--- config.mk ---
export PLATFORM = sky130hd
export DESIGN_NAME = freq_bcd_autoscale
export DESIGN_NICKNAME = d
export VERILOG_FILES = /design/src/rtl/freq_disp_pkg.sv /design/src/rtl/bcd_adj3.sv /design/src/rtl/freq_bcd_autoscale.sv
export SDC_FILE = /design/constraint.sdc
export NUM_CORES = 1
export LEC_CHECK = 0
export CORE_UTILIZATION = 56
export CTS_CLUSTER_DIAMETER = 40
export DETAILED_ROUTE_END_ITERATION = 6
export PLACE_DENSITY = 0.8
export SYNTH_ARGS = -nofsm -noshare
export SYNTH_HDL_FRONTEND = slang
export SYNTH_SLANG_ARGS = --single-unit
--- constraint.sdc ---
create_clock -name clk -period 3.3 [get_ports clk]
set_input_delay 0.66 -clock clk [delete_from_list [all_inputs] [get_ports clk]]
set_output_delay 0.66 -clock clk [all_outputs]
set_load 0.03 [all_outputs]
--- src/rtl/freq_disp_pkg.sv ---
// Shared types and constants for the frequency display front end:
// the binary-to-BCD converter state type, BCD digit type and range limits.
package freq_disp_pkg;

  // Binary input width (frequency in milli-hertz).
  localparam int BIN_W = 24;

  // Internal BCD digit count (d6..d0).
  localparam int N_BCD = 7;

  // Number of digits shown on the display.
  localparam int N_DISP = 4;

  // Largest representable input: 9999.999 Hz expressed in mHz.
  localparam logic [BIN_W-1:0] MAX_VAL = 24'd9_999_999;

  // One BCD digit.
  typedef logic [3:0] bcd_digit_t;

  // Converter sequencing states.
  typedef enum logic [1:0] {
    IDLE,
    CONV,
    NORM,
    DONE
  } state_t;

endpackage

--- src/rtl/bcd_adj3.sv ---
// Double-dabble digit correction: a digit of 5 or more gets 3 added so that
// the following left shift carries correctly into the next decimal digit.
module bcd_adj3
  import freq_disp_pkg::*;
(
  input  bcd_digit_t digit,
  output bcd_digit_t adjusted
);

  // Add 3 whenever the digit would reach 10 or more after doubling.
  always_comb begin
    adjusted = digit;
    if (digit >= 4'd5) begin
      adjusted = digit + 4'd3;
    end
  end

endmodule

--- src/rtl/freq_bcd_autoscale.sv ---
// Iterative binary-to-BCD converter with decimal autoscaling for the
// low-frequency counter display. Converts a mHz value into seven BCD digits,
// then shifts leading zeros out (at most three times) so the four displayed
// digits carry the most significant information, and reports where the
// decimal point lands as a one-hot vector.
module freq_bcd_autoscale
  import freq_disp_pkg::*;
(
  input  logic              clk,
  input  logic              reset,
  input  logic              start,
  input  logic [BIN_W-1:0]  bin,
  output logic              ready,
  output logic              done_tick,
  output bcd_digit_t        bcd_out [N_DISP-1:0],
  output logic [N_DISP-1:0] autoscale,
  output logic              overflow
);

  localparam int BCD_W     = N_BCD * 4;
  localparam int MAX_SHIFT = N_BCD - N_DISP;
  localparam int CNT_W     = $clog2(BIN_W);
  localparam int SHIFT_W   = 2;

  state_t             state;
  state_t             state_next;
  logic [BIN_W-1:0]   bin_sr;
  logic [BCD_W-1:0]   bcd_reg;
  logic [BCD_W-1:0]   bcd_adj;
  logic [CNT_W-1:0]   bit_cnt;
  logic [SHIFT_W-1:0] shift_cnt;
  logic               over_range;
  logic               norm_shift;

  // Per-digit add-3 correction applied to the BCD register every CONV cycle.
  for (genvar g = 0; g < N_BCD; g++) begin : g_adj
    bcd_adj3 u_adj (
      .digit   (bcd_reg[g*4 +: 4]),
      .adjusted(bcd_adj[g*4 +: 4])
    );
  end

  // Range check on the incoming value and the normalisation decision.
  always_comb begin
    over_range = 1'b0;
    norm_shift = 1'b0;
    over_range = (bin > MAX_VAL);
    norm_shift = (bcd_reg[BCD_W-1 -: 4] == 4'd0) &&
                 (shift_cnt < SHIFT_W'(MAX_SHIFT));
  end

  // State register.
  always_ff @(posedge clk or posedge reset) begin
    if (reset) begin
      state <= IDLE;
    end else begin
      state <= state_next;
    end
  end

  // Next-state sequencing and status outputs derived from the state.
  always_comb begin
    state_next = state;
    ready      = 1'b0;
    done_tick  = 1'b0;
    case (state)
      IDLE: begin
        ready = 1'b1;
        if (start) begin
          state_next = over_range ? DONE : CONV;
        end
      end
      CONV: begin
        if (bit_cnt == '0) begin
          state_next = NORM;
        end
      end
      NORM: begin
        if (!norm_shift) begin
          state_next = DONE;
        end
      end
      DONE: begin
        done_tick  = 1'b1;
        state_next = IDLE;
      end
      default: begin
        state_next = IDLE;
      end
    endcase
  end

  // Datapath: load, double-dabble shifting, digit normalisation and the
  // registered result, which is written only on the way into DONE.
  always_ff @(posedge clk or posedge reset) begin
    if (reset) begin
      bin_sr    <= '0;
      bcd_reg   <= '0;
      bit_cnt   <= '0;
      shift_cnt <= '0;
      for (int i = 0; i < N_DISP; i++) begin
        bcd_out[i] <= 4'd0;
      end
      autoscale <= N_DISP'(1);
      overflow  <= 1'b0;
    end else begin
      case (state)
        IDLE: begin
          if (start) begin
            bin_sr    <= bin;
            bcd_reg   <= '0;
            shift_cnt <= '0;
            bit_cnt   <= CNT_W'(BIN_W - 1);
            if (over_range) begin
              for (int i = 0; i < N_DISP; i++) begin
                bcd_out[i] <= 4'd9;
              end
              autoscale <= N_DISP'(1);
              overflow  <= 1'b1;
            end
          end
        end
        CONV: begin
          {bcd_reg, bin_sr} <= {bcd_adj[BCD_W-2:0], bin_sr, 1'b0};
          bit_cnt           <= bit_cnt - 1'b1;
        end
        NORM: begin
          if (norm_shift) begin
            bcd_reg   <= {bcd_reg[BCD_W-5:0], 4'd0};
            shift_cnt <= shift_cnt + 1'b1;
          end else begin
            for (int i = 0; i < N_DISP; i++) begin
              bcd_out[i] <= bcd_reg[(MAX_SHIFT + i)*4 +: 4];
            end
            autoscale <= N_DISP'(1) << shift_cnt;
            overflow  <= 1'b0;
          end
        end
        default: begin
        end
      endcase
    end
  end

endmodule
Yosys cells after proc, flatten, opt, wreduce, memory -nomap -nowiden

Index checks and enable logic that the tools add are counted.

Magnitude comparators: 9
Reductions and logical operators: 12
Muxes and demuxes: 36
$add $sub $neg: 9
Equal/unequal tests: 8
Shift-type cells: 1

Operator list:

| operator                                                               | number |
|---|---|
| 28-bit case mux with 3 select lines                                    | 1 |
| 28-bit two-way mux                                                     | 2 |
| 16-bit two-way mux                                                     | 3 |
| 24-bit case mux with 2 select lines                                    | 1 |
| 4-bit two-way mux                                                      | 9 |
| 16-bit case mux with 2 select lines                                    | 1 |
| 4-bit by 3-bit >= comparator with 1-bit output (second input constant) | 7 |
| 4-bit by 2-bit adder with 4-bit output (second input constant)         | 6 |
| 24-bit greater-than comparator (second input constant)                 | 1 |
| 24-bit two-way mux                                                     | 1 |
| 2-bit two-way mux                                                      | 6 |
| 2-bit inequality test (second input constant)                          | 5 |
| 5-bit case mux with 2 select lines                                     | 1 |
| 3-bit AND reduction                                                    | 3 |
| 2-bit case mux with 4 select lines                                     | 1 |
| 4-bit case mux with 2 select lines                                     | 1 |
| 5-bit logical NOT                                                      | 1 |
| 1-bit two-way mux                                                      | 5 |
| 5-bit two-way mux                                                      | 1 |
| 5-bit by 1-bit subtractor with 5-bit output (second input constant)    | 1 |
| 2-bit == test (second input constant)                                  | 2 |
| 4-bit logical NOT                                                      | 1 |
| 2-bit case mux with 2 select lines                                     | 1 |
| 4-bit AND reduction                                                    | 1 |
| other kinds (12)                                                       | 13 |

Output and inout bits: 23
Logic and storage cells: 86
Bits in registers: 82
Bits of input ports: 27

Logic depth before layout (Yosys ltp)

Gate-level depths: netlist of the first run.

Depth after elaboration: 4
Depth in mapped cells: 8
Gate-level depth less buffers: 7

Cells and area by module

From an unflattened synthesis of the first run, not the netlist that was laid out.

Cells, all modules: 482
Area total of the unflattened synthesis: 4556.9 um2

Modules (own cells, without submodules):

| module             | cells each | instances | seq. area each (um2) | area each (um2) |
|---|---|---|---|---|
| freq_bcd_autoscale | 370        | 1         | 2053.2               | 3847.4 |
| bcd_adj3           | 16         | 7         | 0.0                  | 101.3 |

Worst setup path before layout of the first run

No wires, ideal clock.

Kind: input -> register
Start point: input bin[13]
End point: register bcd_out[14] in the netlist's numbering
Arrival time: 1.980 ns
Cell stages on the path: 6
Data required time: 3.179 ns
Setup time: 0.121 ns
Path slack: 1.199 ns
Path buffers: 1
Path through: and4bb_2 > nand4_1 > a31oi_1 > o221ai_1 > buf_2 > a22o_1

Cells in the longest elaborated chain, start to end: 3

Ends and longest elaborated chain:

| what                                   | RTL line                  | RTL |
|---|---|---|
| start: declaration                     | freq_bcd_autoscale.sv:12  | `input logic [BIN_W-1:0] bin,` |
| 24-bit greater-than comparator         | freq_bcd_autoscale.sv:47  | `over_range = (bin > MAX_VAL);` |
| 2-bit inequality test (no source line) | -                         |  |
| 4-bit AND reduction (no source line)   | -                         |  |
| end signal: indexed assignment         | freq_bcd_autoscale.sv:133 | `bcd_out[i] <= bcd_reg[(MAX_SHIFT + i)*4 +: 4];` |
| end: declaration                       | freq_bcd_autoscale.sv:15  | `output bcd_digit_t bcd_out [N_DISP-1:0],` |

No other way between the ends.
A chain may end at the register's enable or synchronous reset.

Worst setup path after layout of the first run

Start point: register state[1]
End point: output ready

Cells in the longest elaborated chain, start to end: 2

Ends and longest elaborated chain:

| what                     | RTL line                 | RTL |
|---|---|---|
| start: declaration       | freq_bcd_autoscale.sv:25 | `state_t state;` |
| start signal: assignment | freq_bcd_autoscale.sv:57 | `state <= state_next;` |
| 2-bit logical NOT        | freq_bcd_autoscale.sv:66 | `case (state)` |
| 1-bit two-way mux        | freq_bcd_autoscale.sv:66 |  |
| end: declaration         | freq_bcd_autoscale.sv:13 | `output logic ready,` |

No other way between the ends.

==> results by stage, run 1 <==
Timing:
- For the final routed database, the setup TNS stands at 0 ns.
- The headroom to the max-slew limit is between 40% and 50%.
- The final number of setup-violating endpoints is 0.
- For the final database, setup skew stands at 0.009644 ns.
- The final-report hold violation count is 0.
- The time the final worst path needs with I/O delays and setup is 2.722 ns.
- The count of pins over their slew limit is 0.
- Derived from the worst setup path, the maximum achievable clock frequency is about 370 MHz.
- Setup repair after global routing left no endpoint under its margin.
- The final critical-path setup slack is 0.5781 ns.
- The worst-margin pin slew is approximately 0.84 ns.
- Dividing the final minimum period by the clock period gives between 80% and 90%.

Setup path:
- The classification of the worst setup path is reg2out.
- The endpoint of the lowest-slack register-to-register path is bcd_reg[19].
- The number of cells traversed by the worst register-to-register path is 6.
- STA puts the critical path data required time at between 2 and 3 ns.
- The signal arrival time at the worst endpoint is between 2 and 2.5 ns.
- The beginning of the worst register-to-register path is shift_cnt[0].
- The worst reg-to-reg setup slack is slightly below 0.9 ns.
- The start point of the critical path is state[1].
- The critical-path maximum fanout is 12.
- The kind of end point of the critical path is an output port.
- STA classifies the critical path startpoint as a flop.
- The worst setup path endpoint is ready.

Yosys:
- The xor/xnor share of the synthesized area is about 2%.
- The post-synthesis share of cell area spent on and, or, nand and nor gates is about a tenth.
- The share of the yosys chip area belonging to registers is between 40 and 50%.
- The adder-cell share of the synthesized area is 7.118%.
- The synthesized netlist occupies a cell area of approximately 4400 sq um.
- The mux share of post-synthesis cell area is 1.367%.
- In this run, synthesis produced a sequential element count of 82.
- The cell count after synthesis is between 400 and 500.
- Counting instances in the post-synthesis netlist gives the leading cell types as dfrtp_1, o22ai_1, a21oi_1.
- The total nets after synthesis is approximately 500.
- The area fraction of the dominant cell type after synthesis is between 40% and 50%.
- In the synthesized netlist the async set-or-reset flop fraction comes to between 90% and 100%.
- Dividing the synthesized area by the synthesized cell count gives around 9.8 sq um.
- The total number of yosys warnings is 0.
- The library cell with the highest instance count after synthesis is dfrtp_1.
- The most used flip-flop cell after synthesis is dfrtp_1.
- Counting flops with a built-in enable in the synthesized netlist gives 0.
- The count of different cell masters after synthesis is 49.
- The combinational family with the most area after synthesis is compound AO/OA/AOI/OAI gates.
- By area the synthesized netlist is led by dfrtp_1, o22ai_1, ha_1, a21oi_1, o21ai_0.
- Summing the areas of all compound-gate instances in the mapped netlist gives between 20% and 30% of the synthesized area.
- The largest area contributor in the synthesized netlist is dfrtp_1.

Clock tree:
- The maximum number of buffers from clock root to sink is 2.
- The clock network latency to the later pin of the worst-skew pair is roughly 0.35 ns.
- Post-CTS repair changed the size of 0 cells.
- The H-tree generated during clock tree synthesis spans 3 levels.
- CTS saw just over 80 sinks.
- The count of buffers added by post-CTS timing repair for setup is 0.
- TritonCTS built the clock tree.
- TritonCTS created 9 clock buffers.
- Clock-pin slew was measured on the worst setup and hold paths at 0.09 ns.
- The number of buffers inserted for hold repair after clock tree synthesis is 0.
- CTS placed an instance of clkbuf_8 at the clock tree root.

GRT:
- The pin count of the biggest net entering global routing is 38.
- The met3 track demand over resource in global routing is under 10%.
- The initial antenna violation count came to 0.
- The met1 track demand over resource is a little under two fifths.
- Global routing used a little over a quarter of the available tracks across all layers.
- Summed over all layers, the global routing overflow is 0.
- After global routing, the most crowded layer is met2.
- The via count of the first global-routing pass was roughly 3.6k.
- The first global-routing pass estimated approximately 17000 um of wire.
- The met2 track demand over resource in global routing is a little over two fifths.

Pwr:
- The design draws 4096 uW.
- Summed over all cells, the static leakage comes to 0.002081 uW.
- The worst voltage drop across the vdd grid is roughly 0.45 mV.
- Power spread over the standard cell area amounts to approximately 790 nW/um^2.

Layout:
- The area overhead of the layout relative to synthesis is 17.43%.
- The final layout contains 545 nets.
- The final standard cell area without fillers is 5160 sq um.
- The number of antenna cells inserted is 0.
- The share of cells above drive strength 1 is roughly 8%.
- Excluding fillers, the count of instances in the completed layout stands at 597.
- Fill cells in the final layout number about 560.
- The flip-flop count of the largest register after layout is 28.

Floorplanning:
- The die covers between 8000 and 9000 sq um.
- Measured along the y axis, the die boundary spans between 90 and 100 um.
- The starting density of the core is about three fifths.
- The chip width is 90.58 um.
- After floorplanning, the core was divided into 31 placement rows.
- The core region is 7408 sq um.
- The number of top-level design ports is 50.

Min path:
- The worst hold path belongs to the class reg2reg.

Drt:
- The initial detailed-routing violation count is 252.
- In this run the remaining antenna-violating nets after routing total 0.
- The routed wire length per instance is 16.71 um.
- The number of vias after detailed routing is about 3.7k.
- The final wirelength is ~10000 um.
- Using the TritonRoute via totals, the vias-per-cell ratio works out to between 6 and 7.
- The number of detailed-route iterations in the first pass is 6.
- In the routed design, unresolved DRC markers number 0.

Run:
- Max-cap violations in this run came to 0.

Place:
- The post-DP HPWL is slightly below 7000 um.
- The post-place instance area is roughly 5000 sq um.
- Once placement completed, the tool counted placed cells totaling ~580.
- In this run the tool buffered the top-level ports with 49 buffer cells.
- The setup slack at placement is ~0.48 ns.
- The weighted congestion at the end of routability-driven global placement is approximately 0.84.

Status:
- The run finished with clean final reports.
-- cell families after synthesis --
family / count (synthesis)
compound gates: 185
xor+xnor: 10
fa+ha+maj: 25
buf+inv: 48
flops: 82
mux: 6
simple gates: 91
-- metrics by stage --
step	utilization, %	hold WS (ns)
final	69.65	0.4883
after global routing	69.65	0.5220
after CTS	69.65	0.4924
after detailed placement	67.27	0.4708
after global placement	67.27	0.4561
after floorplan	-	0.4394
-- report_power, final --
part | total, uW | internal [uW] | switching [uW]
Sequential | 1450 | 1260 | 184
Combinational | 1980 | 703 | 1270
Clock | 673 | 280 | 393
Total | 4100 | 2250 | 1850
-- per-layer routing --
metal	wire length [um]	vias to the layer above
met3	462	11
met2	4713	117
met4	81	0
met1	4721	1823
met5	0	-
li1	-	1767
-- critical path: stages, from the launching register on --
cell and delay, ns:
dfrtp_1 0.41, inv_1 0.11, ha_1 0.43, clkdlybuf4s50_1 0.76
-- final cells by class --
| type | instances | area, sq um | share of cell area [%] |
|---|---|---|---|
| Multi-Input combinational cell | 317 | 2132 | 41.32 |
| Sequential cell | 82 | 2053 | 39.79 |
| Timing Repair Buffer | 59 | 578.1 | 11.20 |
| Clock buffer | 10 | 127.6 | 2.473 |
| Tap cell | 99 | 123.9 | 2.401 |
| Inverter | 24 | 96.34 | 1.867 |
| Clock inverter | 6 | 48.80 | 0.9457 |
-- layout by cell type (no fill, tap or decap), types with 2 or more instances in the layout --
cell / n
buf_4: 9
a22o_1: 12
nand2b_1: 11
nor3_1: 8
a21oi_1: 38
o21ai_2: 7
inv_6: 2
o21ai_1: 3
a22oi_1: 15
o21ai_0: 32
clkbuf_8: 9
o221ai_1: 2
ha_1: 25
o22ai_1: 51
a2bb2oi_1: 6
clkinv_4: 2
clkdlybuf4s50_1: 49
nor3b_1: 4
clkinvlp_4: 3
nor4b_1: 2
nor2_1: 22
dfrtp_1: 81
a32oi_1: 4
inv_1: 21
a31oi_1: 2
nand3_1: 4
xnor2_1: 7
nand2_1: 26
nand4_1: 6
nor2b_1: 2
xor2_1: 3
mux2i_1: 6
o22a_1: 5
-- how the worst min path moves through the flow --
stage | from | endpoint | slack, ns | cells past startpoint
6_report | bin_sr[0] | bin_sr[0] | 0.49 | 2
5_1_grt | bcd_reg[25] | bcd_out[13] | 0.52 | 1
4_1_cts | bin_sr[0] | bin_sr[0] | 0.49 | 2
3_5_place_dp | bin_sr[0] | bin_sr[0] | 0.47 | 2
3_3_place_gp | bin_sr[0] | bin_sr[0] | 0.46 | 2
2_1_floorplan | bin_sr[0] | bin_sr[0] | 0.44 | 2
No activity file was read; power rests on OpenSTA's default activity.
==> run 2: changes to the inputs <==
==> constraint.sdc (replaced) <==
create_clock -name clk -period 2.55 [get_ports clk]
set_input_delay 0.51 -clock clk [delete_from_list [all_inputs] [get_ports clk]]
set_output_delay 0.51 -clock clk [all_outputs]
set_load 0.03 [all_outputs]
==> results by stage, run 2 (synthesized netlist as in run 1, its figures left out) <==
Layout:
- The flip-flop count of the largest register after layout is 28 (unchanged).
- The fill cell instance count of the final layout is 569 (+1.1%).
- The fraction of the core area covered by cells at the end of the flow is 69.99% (+0.34 points).
- Leaving out fill and tap cells, the most frequent cells in the layout are dfrtp_1, o22ai_1, clkdlybuf4s50_1.
- The number of nets in the finished design is 549 (+0.73%).
- The area overhead of the layout relative to synthesis is 18.00%.
- The share of cells above drive strength 1 is 8.982% (+0.75 points).
- The post-route non-filler standard cell count is 600 (+0.50%).
- The final standard cell area without fillers is 5185 sq um (+0.48%).
- The number of antenna cells inserted is 0 (unchanged).
- The most common library cell in the layout ignoring fill and taps is dfrtp_1.

Timing:
- The share of the cycle needed by the critical path after routing is about 94%.
- The count of pins over their slew limit is 0 (unchanged).
- The worst-margin pin slew is 0.6172 ns (-0.2180 ns).
- The timing-limited maximum frequency is 416.0 MHz.
- The headroom to the max-slew limit was 58.27% (+14 points).
- The final-report hold violation count is 0 (unchanged).
- The worst clock skew on the final layout is 0.007549 ns (-0.002094 ns).
- The final critical-path setup slack was 0.1463 ns (-0.4318 ns).
- The final number of setup-violating endpoints is 0 (unchanged).
- Setup repair after global routing left no endpoint under its margin.
- The routed design could run at a clock period as short as 2.404 ns.

Place:
- The post-place instance area is 5016 sq um (+0.65%).
- The number of buffer cells added on primary ports is 49 (unchanged).
- The number of placed instances with taps included is 585 (+0.69%).
- The weighted congestion at the end of routability-driven global placement came to 0.7970 (-5.2%).
- The setup slack at placement was -0.05537 ns (-0.5309 ns).
- The post-DP HPWL is 6861 um (-0.87%).

Clock tree:
- The master cell of the clock root buffer is clkbuf_8.
- The number of buffers inserted for hold repair after clock tree synthesis is 0 (unchanged).
- The post-cts resize count is 0 (unchanged).
- The number of buffers created by CTS was 9 (unchanged).
- The number of clock sinks seen by CTS is 82 (unchanged).
- The count of buffers added by post-CTS timing repair for setup is 0 (unchanged).
- The number of levels in the clock H-tree came to 3 (unchanged).
- The maximum number of buffers from clock root to sink came to 2 (unchanged).
- TritonCTS built the clock tree.
- The clock network latency to the later pin of the worst-skew pair is 0.36 ns (about the same).
- The post-CTS clock slew at the launch and capture registers of the worst setup and hold paths is 0.08 ns (about the same).

Floorplanning:
- The die boundary height is 90.58 um (unchanged).
- The core outline area was 7408 sq um (unchanged).
- The die footprint was 8205 sq um (unchanged).
- The chip width was 90.58 um (unchanged).
- The number of top-level design ports is 50 (unchanged).
- The cell row count is 31 (unchanged).
- The starting density of the core is 59.31% (unchanged).

GRT:
- The via count of the first global-routing pass is 3661 (+1.4%).
- The total grt overflow is 0 (unchanged).
- The initial antenna violation count came to 0 (unchanged).
- The global-route usage over all layers came to 26.69% (+0.66 points).
- The first-pass GRT wire length was 17690 um (+2.2%).
- The pin count of the biggest net entering global routing came to 83 (+120%).

Setup path:
- The worst setup path is captured at a flop.
- The largest incremental delay on the critical path was 0.50 ns (-0.26 ns).
- The critical-path maximum fanout came to 24 (+12).
- On the critical path the largest part of the delay comes from simple AND/OR/NAND/NOR gates.
- The signal arrival time at the worst endpoint is 2.69 ns (+0.63 ns).
- Walking the worst path, the cells encountered are ha_1 > or4b_4 > a211o_4 > clkinv_4 > nand2_4 > o21ai_0.
- STA classifies the critical path startpoint as a flop.
- The classification of the worst setup path is reg2reg.
- The required time of the worst setup path came to 2.83 ns (+0.19 ns).
- The highest-delay cell along the critical path is or4b_4.
- The number of buffers and inverters on the critical path came to 1 (-1).

Drt:
- The routed wire length per instance is 16.78 um (+0.42%).
- The antenna violation net count after detailed routing is 0 (unchanged).
- The final routed DRC violation total was 0 (unchanged).
- The mean number of vias per cell came to 6.257 (+0.46%).
- The number of detailed-route iterations in the first pass is 5 (-1).
- The number of vias after detailed routing is 3754 (+0.97%).
- The initial detailed-routing violation count was 320 (+27%).
- The final wirelength is 10070 um (+0.92%).

Pwr:
- The leakage power figure is 0.002105 uW (+1.2%).
- The total power density per cell area is 1028 nW/um^2 (+29%).
- The worst voltage drop across the vdd grid is 0.5969 mV (+33%).

Min path:
- The path class of the tightest hold or removal check is reg2reg.

Run:
- The max-cap check violation count came to 0 (unchanged).

Status:
- The flow ran to the end, and the final reports show no timing, DRC or antenna violations.
==> run 2: changes by cell type in the layout (fill, tap and decap cells not counted), sizes merged <==
cell      previous run  this run
buf                 10        14
clkinv               4         6
clkinvlp             3         2
inv                 23        21
==> run 2: final timing paths <==
| kind | start | endpoint | slack (ns) | depth (start not counted) |
|---|---|---|---|---|
| min in group asynchronous | reset | bin_sr[13] | 0.59 | 3 |
| setup reg to reg | shift_cnt[0] | bcd_reg[26] | 0.15 | 6 |
| hold reg to reg | bin_sr[0] | bin_sr[0] | 0.48 | 2 |
| hold / removal | bin_sr[0] | bin_sr[0] | 0.48 | 2 |
| setup / recovery | shift_cnt[0] | bcd_reg[26] | 0.15 | 6 |
| max in group asynchronous | reset | bcd_reg[2] | 1.61 | 3 |
==> run 2: worst min-delay path, stage by stage (launching register included) <==
cell and delay, ns:
dfrtp_1 0.35, nand2_1 0.05, nand2_1 0.05
==> run 2: final cells by class <==
cell class	instances	area, sq um	area share [%]
multi-input combinational	317	2132	41.12
sequential	82	2053	39.60
timing repair buffer	63	608.1	11.73
clock buffer	10	137.6	2.654
tap	99	123.9	2.389
inverter	24	98.84	1.906
clock inverter	5	31.28	0.6033
==> run 2: per-layer routing <==
metal / GRT usage, % / routed length (um) / part of all wire (%)
met1: 38.24 / 4685 / 47
met2: 41.41 / 4751 / 47
met3: 4.461 / 507 / 5.0
met4: 8.468 / 125 / 1.2
met5: 0 / 0 / 0
==> run 2: metrics by stage <==
step	power, uW	TNS (ns)	hold slack, ns
floorplan	3743	0	0.4394
global placement	4398	0	0.4556
detailed placement	4481	-0.5024	0.4678
CTS	5329	0	0.4850
global route	5689	0	0.4977
finish	5328	0	0.4804
==> run 2: report_power, final <==
| group | leakage (uW) | internal (uW) | switching (uW) | total, uW |
|---|---|---|---|---|
| sequential | 0.00101 | 1630 | 241 | 1880 |
| clock | 0.0000879 | 371 | 485 | 856 |
| combinational | 0.00101 | 953 | 1640 | 2600 |
| total | 0.00211 | 2960 | 2370 | 5330 |
==> patch, RTL diff (flow settings as in run 1) <==
Change the package constant `MAX_VAL` from 24'd9_999_999 to 24'd4999999.
--- a/src/rtl/freq_disp_pkg.sv
+++ b/src/rtl/freq_disp_pkg.sv
@@ -12,7 +12,7 @@
   localparam int N_DISP = 4;
 
   // Largest representable input: 9999.999 Hz expressed in mHz.
-  localparam logic [BIN_W-1:0] MAX_VAL = 24'd9_999_999;
+  localparam logic [BIN_W-1:0] MAX_VAL = 24'd4999999;
 
   // One BCD digit.
   typedef logic [3:0] bcd_digit_t;
Behaviour: not the same (Yosys sat finds a counterexample within 4 cycles, from zero or initial values and one cycle with reset high).
==> patch against run 1 <==
  * Die area increased by 2.9%
  * Global-route usage increased by 1.1 points
  * Synthesized cell count increased by 5.6%
  * Core utilization decreased by 1.2 points
  * Sequential share of layout area decreased by 1.2 points
  * Sequential cell count unchanged
  * Wire length increased by 5.1%
  * Power decreased by 2.6%
  * Design area increased by 3.0%
  * Combinational power decreased by 9%
  * Worst hold slack got worse by 12 ps
  * Worst setup slack got worse by 17 ps
  * Area after synthesis increased by 3.0%
==> patch: results (changes against run 1) <==
* Post-Synthesis Cells at 472 (was 447)
* Placed cells at 606 (was 581)
* Max VDD drop at 572 uV (was 447 uV)
* Reg-to-Reg End: bcd_reg[10] (was bcd_reg[19])
* Antenna violations before repair at 0 (unchanged)
* First-pass GRT wire length at 18,100 um (was 17,300 um)
* Normalized max-slew margin at 0.498 (was 0.442)
* Seq pwr share at 0.358 (was 0.353)
* Max reg flops at 28 (unchanged)
* HP Start: bin_sr[0] (unchanged)
* Worst Reg-to-Reg Cells at 7 (was 6)
* Largest net degree at the start of global routing at 43 (was 38)
* Synth area leaders: dfrtp_1, ha_1, o21ai_0 (was dfrtp_1, o22ai_1, ha_1)
* Int Power at 2.25 mW (about the same)
* Worst Hold End: bin_sr[0] (unchanged)
* Pleak at 2.22 nW (was 2.08 nW)
* Crit path max fanout at 14 (was 12)
* Drt wl/cell at 16.9 um (was 16.7 um)
* Post-DR vias/cell at 6.15 (was 6.23)
* Final Hold Viols at 0 (unchanged)
* Worst-skew pair later-pin latency at 360 ps
* Port-buffer cells at 49 (unchanged)
* Async SR Flop Fraction at 1.00 (unchanged)
* Gr usage total at 0.272 (was 0.260)
* Detail Placement HPWL at 7360 um (was 6920 um)
* Clock network fraction of total power at 0.192 (was 0.164)
* Ant. Diodes at 0 (unchanged)
* Ys Warns at 0 (unchanged)
* Ratio of cells with drive above 1 in the final layout at 0.0846 (was 0.0823)
* Nets@finish at 567 (was 545)
* TritonRoute pass-1 iters at 5 (was 6)
* Fraction of the yosys area taken by sequential cells at 0.454 (was 0.467)
* Routability cong. at 0.803 (was 0.841)
* Area after DPL at 0.00511 mm^2 (was 0.00498 mm^2)
* RR Startpoint: bcd_reg[25] (was shift_cnt[0])
* Drt initial violations at 235 (was 252)
* CTS resizes at 0 (unchanged)
* Library cells used by synthesis at 51 (was 49)
* Comb power at 1.80 mW (was 1.98 mW)
* Crit path DAT at 2080 ps (was 2060 ps)
* Via count at 3,824 (was 3,718)
* Total CTS buffers at 9 (unchanged)
* Commonest cells post-synth: dfrtp_1, o21ai_0, a22oi_1 (was dfrtp_1, o22ai_1, a21oi_1)
* Clock skew at 12.6 ps (was 9.64 ps)
* Status: complete, no violations (unchanged)
* Syn Nets at 524 (was 499)
* Reg-to-reg setup timing slack at 750 ps (was 880 ps)
* Root Buffer: clkbuf_8 (unchanged)
-- patch: cell count changes in the layout (fill, tap and decap cells not counted), moves of 6 or more --
cell,delta
a22o_1,-8
a21oi_1,-8
o22ai_1,-32
and3_1,+16
o21ai_2,-7
o21ai_0,+27
nand2b_1,+6
a22oi_1,+22
a22o_2,+9
-- patch: kinds of logic after synthesis --
family / after synthesis / synth area share
xor+xnor: 7 / 0.0136
flops: 82 / 0.454
compound gates: 187 / 0.269
mux: 7 / 0.0155
buf+inv: 50 / 0.0456
simple gates: 114 / 0.133
fa+ha+maj: 25 / 0.0691
-- patch: worst max path at each step --
stage | from | endpoint | slack (ps) | depth (start not counted)
2_1_floorplan | reset | autoscale[1] | 530 | 1
5_1_grt | state[0] | ready | 490 | 3
3_3_place_gp | bin[21] | bcd_out[1] | 500 | 6
4_1_cts | state[1] | ready | 560 | 3
6_report | state[1] | ready | 560 | 3
3_5_place_dp | bin[21] | bcd_out[2] | 450 | 6
-- patch: critical path: stages (launching register included) --
cell	delay [ps]
dfrtp_1	410
inv_1	110
ha_1	450
clkdlybuf4s50_1	760
-- patch: layout make-up --
| class | instances | area [um^2] |
|---|---|---|
| tap | 102 | 128 |
| inverter | 24 | 91.3 |
| fill | 611 | 2450 |
| clock buffer | 9 | 124 |
| clock inverter | 7 | 83.8 |
| timing repair buffer | 58 | 571 |
| sequential | 82 | 2050 |
| multi-input combinational | 340 | 2260 |
-- patch: layer usage --
layer  GRT usage  up-vias  share of wire
li1            -     1826              -
met1       0.394     1874           0.48
met2       0.413      109           0.45
met3      0.0406       15          0.049
met4       0.103        0          0.017
met5           0        -              0
-- patch: through the flow --
step / hold slack (ps) / worst slack, ps
detailed placement: 466 / 451
global placement: 457 / 501
floorplan: 439 / 533
global route: 527 / 489
finish: 477 / 561
CTS: 484 / 558
